**config.mk**
```make
export PLATFORM = sky130hd
export DESIGN_NAME = instruction_fetch_unit
export DESIGN_NICKNAME = d
export VERILOG_FILES = /design/src/rtl/instruction_fetch_unit.sv
export SDC_FILE = /design/constraint.sdc
export NUM_CORES = 2
export LEC_CHECK = 0
export ABC_CLOCK_PERIOD_IN_PS = 6500
export CORE_ASPECT_RATIO = 1.2
export CORE_MARGIN = 2
export CORE_UTILIZATION = 65
export CTS_BUF_LIST = sky130_fd_sc_hd__clkbuf_8
export CTS_CLUSTER_SIZE = 30
export DETAILED_ROUTE_END_ITERATION = 6
export PLACE_DENSITY = 0.77
export SYNTH_ARGS = -nofsm -noshare
export SYNTH_HDL_FRONTEND = slang
export SYNTH_SLANG_ARGS = --single-unit
```
**constraint.sdc**
```tcl
create_clock -name clk -period 6.5 [get_ports clk]
set_input_delay 1.3 -clock clk [delete_from_list [all_inputs] [get_ports clk]]
set_output_delay 1.3 -clock clk [all_outputs]
set_load 0.05 [all_outputs]
```
**src/rtl/instruction_fetch_unit.sv**
```systemverilog
// instruction_fetch_unit
// Holds the program counter and an internal synchronous instruction RAM,
// and presents the fetched word on i_bus. i_valid tells the control unit
// whether i_bus matches RAM[pc] for the current pc and RAM contents.
//
// state    | meaning
// ---------+-----------------------------------------------------------
// ST_STALE | i_bus is not RAM[pc]: pc moved, RAM[pc] written, or reset
// ST_VALID | i_bus holds RAM[pc] for the current pc and RAM contents

module instruction_fetch_unit #(
    parameter int                    ADDR_WIDTH = 8,
    parameter logic [ADDR_WIDTH-1:0] RESET_PC   = '0
) (
    input  logic                  clk,
    input  logic                  rst,
    input  logic                  pc_increment,
    input  logic                  pc_load,
    input  logic [15:0]           d_bus,
    input  logic                  prog_we,
    input  logic [ADDR_WIDTH-1:0] prog_addr,
    input  logic [15:0]           prog_data,
    output logic [15:0]           i_bus,
    output logic                  i_valid,
    output logic [ADDR_WIDTH-1:0] pc
);

    localparam int          DEPTH   = 1 << ADDR_WIDTH;
    localparam logic [15:0] NOP_WORD = 16'hFFFF;

    typedef enum logic {
        ST_STALE = 1'b0,
        ST_VALID = 1'b1
    } fetch_state_t;

    fetch_state_t          state_q;
    fetch_state_t          state_d;
    logic [ADDR_WIDTH-1:0] pc_q;
    logic [ADDR_WIDTH-1:0] pc_d;
    logic [15:0]           i_bus_q;
    logic [15:0]           mem [DEPTH];
    logic                  pc_changes;
    logic                  write_hits_pc;
    logic                  stale_event;

    // Only the low ADDR_WIDTH bits of d_bus are meaningful as a jump target.
    logic unused_d_bus;
    assign unused_d_bus = ^d_bus;

    // Any load counts as a pc change, even if the target equals the current pc.
    assign pc_changes    = pc_load | pc_increment;
    assign write_hits_pc = prog_we && (prog_addr == pc_q);
    assign stale_event   = pc_changes | write_hits_pc;

    // Next pc: load beats increment; increment wraps modulo the RAM depth.
    always_comb begin
        pc_d = pc_q;
        if (pc_load) begin
            pc_d = d_bus[ADDR_WIDTH-1:0];
        end else if (pc_increment) begin
            pc_d = pc_q + {{(ADDR_WIDTH-1){1'b0}}, 1'b1};
        end
    end

    // Program counter register.
    always_ff @(posedge clk or posedge rst) begin
        if (rst) begin
            pc_q <= RESET_PC;
        end else begin
            pc_q <= pc_d;
        end
    end

    // Instruction RAM write port; contents survive reset.
    always_ff @(posedge clk) begin
        if (prog_we) begin
            mem[prog_addr] <= prog_data;
        end
    end

    // Registered fetch of the pre-update pc; reads old data on a same-edge write.
    always_ff @(posedge clk or posedge rst) begin
        if (rst) begin
            i_bus_q <= NOP_WORD;
        end else begin
            i_bus_q <= mem[pc_q];
        end
    end

    // Validity state register.
    always_ff @(posedge clk or posedge rst) begin
        if (rst) begin
            state_q <= ST_STALE;
        end else begin
            state_q <= state_d;
        end
    end

    // Validity next state: any stale event forces STALE, otherwise VALID.
    always_comb begin
        state_d = state_q;
        case (state_q)
            ST_VALID: state_d = stale_event ? ST_STALE : ST_VALID;
            ST_STALE: state_d = stale_event ? ST_STALE : ST_VALID;
            default:  state_d = ST_STALE;
        endcase
    end

    // Validity output decode.
    always_comb begin
        i_valid = 1'b0;
        if (state_q == ST_VALID) begin
            i_valid = 1'b1;
        end
    end

    assign i_bus = i_bus_q;
    assign pc    = pc_q;

endmodule
```
==> results.md <==
- Summing every instance area after synthesis gives 159000 sq um.
- The count of input and output buffers is 61.
- In the synthesized netlist, the number of instances is 7139.
- For this configuration, the core starts out at a cell density of 65.4%.
- In the synthesized netlist the dominant register cell turns out to be edfxtp_1.
- The cell count after placement is 10374.
- Using the TritonRoute via totals, the vias-per-cell ratio works out to 6.98.
- The CTS tree is built.
- Setup repair after global routing left no endpoint under its margin.
- Relative to the synthesized area, the layout overhead comes to 10.8%.
- The remaining max-slew budget at the tightest pin is 10.2%.
- The post-route setup TNS is 0 ns.
- Global routing used 33.9% of the available tracks.
- The number of enable flip-flop cells after synthesis is 4096.
- The HPWL after detailed placement is 247 mm.
- The number of global-route vias before repair is 80109.
- A synthesized cell averages 22.2 sq um.
- The root buffer cell chosen for the clock tree is clkbuf_8.
- The power density normalized to cell area is 311 nW/um^2.
- The count of clock tree sinks is 4121.
- The boundary pin count is 70.
- The startpoint identified for the worst hold timing path is prog_data[2].
- The DRC violations left is 0.
- The routed wire length is 417 mm.
- Once the clock tree was built, the setup fixing pass inserted 0 buffers.
- The final number of setup-violating endpoints is 0.
- In this run the vertical extent of the chip is 545 um.
- The start-to-end type of the worst setup path is register to output pin.
- The number of cells on the worst hold path is 1.
- The flip-flop and latch count after synthesis is 4121.
- The area inside the core boundary is 243000 sq um.
- STA classifies the critical path startpoint as a register.
- The post-layout minimum cycle time is 5.05 ns.
- The floorplan has 198 rows.
- The number of hold violations in the final report is 0.
- The net count after synthesis is 7185.
- The number of buffers added by the clock tree synthesis step is 600.
- The endpoint of the worst hold path is mem[10][2].
- The floorplan step defined a die boundary enclosing 248000 sq um.
- The actual slew at the worst max-slew pin is 1.33 ns.
- The die width is 455 um.
- The final cell count without fillers is 11446.
- The number of cell instances on the worst register-to-register path is 8.
- The number of buffers on the longest clock path is 4.
- The part of the Yosys area used for sequential elements is 77.9%.
- After clock tree synthesis, the clock-pin slew on the worst setup and hold paths is 0.06 ns.
- The number of resized instances in the post-cts repair step is 0.
- The final net count is 7822.
- The worst-case IR drop observed on VDD is 231 uV.
- The detail route stage leaves a number of antenna-violating nets equal to 0.
- The kind of capture point of the worst setup path is an output pin.
- Once placement finished, the instance area stood at 165000 sq um.
- The capture point of the worst reg-to-reg path is i_bus[6].
- The count of yosys warnings during synthesis is 0.
- The total number of H-tree levels is 6.
- The pin count of the biggest net entering global routing is 196.
- Static timing analysis puts the maximum clock frequency at 198 MHz.
- Data on the critical path is required at its endpoint by 5.20 ns.
- The first global-routing pass estimated 587 mm of wire.
- The largest clock skew in the final design is 0.0851 ns.
- The synthesized netlist contains 62 unique library cells.
- The analysis attributes to cell leakage a power of 0.0559 uW.
- The wire length per cell is 36.4 um.
- For this run, asynchronously set or reset flops after synthesis account for 0.607%.
- The tightest min-delay check is of the input port to register type.
- The overall via count from detail_route is 79927.
- The share of the clock period used by the worst path after layout is 77.7%.
- For the worst-skew pair, the clock arrives at the later sink with an insertion delay of 1.10 ns.
- The number of max-slew violations in the final report is 0.
- The post-route standard cell area excluding fillers is 176000 sq um.
- Cells with a size suffix above 1 make up 27.7% of the layout.
- The final weighted congestion in routability-driven placement is 0.913.
- In this run, the number of DRC markers left after iteration 0 of detailed routing was 12577.
- Summed over all layers, the global routing overflow is 0.
- For this design, the CTS-stage hold fixing added 0 buffers.
- Max-cap violations in this run came to 0.
- The source of the worst register-to-register timing path is pc[0].
- For the worst setup path, the data arrival time is 3.75 ns.
- The maximum fanout along the worst path is 55.
- The initial antenna violation count was 17.
- The flow ran to the end, and the final reports show no timing, DRC or antenna violations.
- For flop-to-flop paths, the worst setup slack is 1.52 ns.
- The pre-antenna-repair detailed-routing pass consisted of 7 iterations.
[sequential cells by signal, indices dropped and copies added (netlist names)]
signal	count
mem	4096
pc	8
i_bus	16
state_q	1
[metrics by stage]
step / worst slack, ns / util (%) / total power, uW / hold slack, ns
floorplan: 3.01 / - / 33400 / 0.736
global placement: 1.37 / 67.9 / 35900 / 0.955
detailed placement: 1.34 / 67.9 / 36000 / 0.963
CTS: 1.37 / 72.4 / 54800 / 0.663
global route: 1.35 / 72.4 / 56100 / 0.734
finish: 1.45 / 72.4 / 54800 / 0.737
[how the worst max path moves through the flow]
stage,startpoint,to,slack [ns],cells after the start
after global placement,prog_addr[2],mem[18][4],1.37,5
after floorplan,prog_addr[3],mem[235][0],3.01,6
after global routing,pc[0],pc[0],1.35,2
after detailed placement,prog_addr[3],mem[9][4],1.34,5
final,pc[0],pc[0],1.45,2
after CTS,pc[0],pc[0],1.37,2
[worst max-delay path, cell delays in order, from the launching register on]
cell	delay (ns)
dfrtp_4	1.24
buf_12	0.47
clkdlybuf4s50_1	0.89
[cell families after synthesis]
kind of cell,after synthesis,share of synthesized area (%)
DFF,4121,77.9
buffers and inverters,440,1.54
muxes,1378,16.4
and+or+nand+nor,581,1.54
adders and majority gates,1,0.00788
xor gates and xnor gates,15,0.0827
AOI/OAI and AO/OA,603,2.56
[per-layer routing]
layer | wire [um] | track usage [%] | part of all wire [%] | vias up
li1 | - | - | - | 31532
met1 | 139000 | 45.4 | 33 | 41328
met2 | 197000 | 51.5 | 47 | 5899
met3 | 52100 | 8.34 | 12 | 1154
met4 | 29100 | 20.2 | 7.0 | 14
met5 | 87 | 0 | 0.021 | -
[power breakdown]
part	total (uW)	switching (uW)	internal (uW)
Combinational	6020	3810	2210
Sequential	29500	168	29300
Clock	19200	9660	9570
[cell usage in the layout, fill, tap and decap left out, types with 10 or more instances in the layout]
cell	instances
a22oi_1	64
clkdlybuf4s50_1	45
clkinv_1	133
nand4_1	12
o22ai_1	32
nor2b_1	23
a221oi_1	71
o21ai_0	105
a31oi_1	20
mux2i_1	384
edfxtp_1	4096
mux2_2	16
mux4_2	978
o221ai_1	31
dfstp_2	16
a21oi_1	148
o211ai_1	24
buf_12	41
nand2b_1	10
nand3_1	39
nor3_1	10
inv_6	16
nor2_2	70
a211oi_1	27
clkinvlp_4	19
nand3_2	10
inv_1	198
clkinv_2	60
buf_4	365
clkbuf_8	636
nand2_1	151
nor2_1	230
bufinv_16	17
[cell type report]
class	count	area, sq um
sequential	4121	124000
fill	13214	66900
multi-input combinational	2578	33000
clock buffer	620	8530
timing repair buffer	467	4230
tap	3200	4000
clock inverter	444	2400
inverter	8	37.5
antenna	8	20.0
[cells in the mapped netlist, types with 7 or more instances]
| master | number | area (sq um) |
|---|---|---|
| nand3_1 | 49 | 245 |
| buf_2 | 92 | 460 |
| mux2i_1 | 384 | 3840 |
| a22oi_1 | 64 | 480 |
| buf_1 | 33 | 124 |
| o211ai_1 | 24 | 180 |
| inv_1 | 8 | 30.0 |
| xnor2_1 | 9 | 78.8 |
| nand4_1 | 12 | 75.1 |
| a22o_1 | 9 | 78.8 |
| a21oi_1 | 148 | 741 |
| nor2b_1 | 28 | 175 |
| dfrtp_1 | 9 | 225 |
| buf_6 | 54 | 608 |
| dfstp_2 | 16 | 420 |
| edfxtp_1 | 4096 | 123000 |
| o2111ai_1 | 8 | 70.1 |
| a211oi_1 | 27 | 203 |
| nor3_1 | 10 | 50.1 |
| a311oi_1 | 7 | 61.3 |
| o221ai_1 | 31 | 272 |
| nor2_1 | 302 | 1130 |
| nand2_1 | 151 | 567 |
| clkbuf_1 | 192 | 721 |
| mux2_2 | 16 | 180 |
| nand2b_1 | 10 | 62.6 |
| o21ai_0 | 106 | 531 |
| mux4_2 | 978 | 22000 |
| a31oi_1 | 20 | 125 |
| o32ai_1 | 9 | 78.8 |
| a221oi_1 | 71 | 622 |
| o22ai_1 | 32 | 200 |
| buf_4 | 56 | 420 |
No activity file was read; power rests on OpenSTA's default activity.
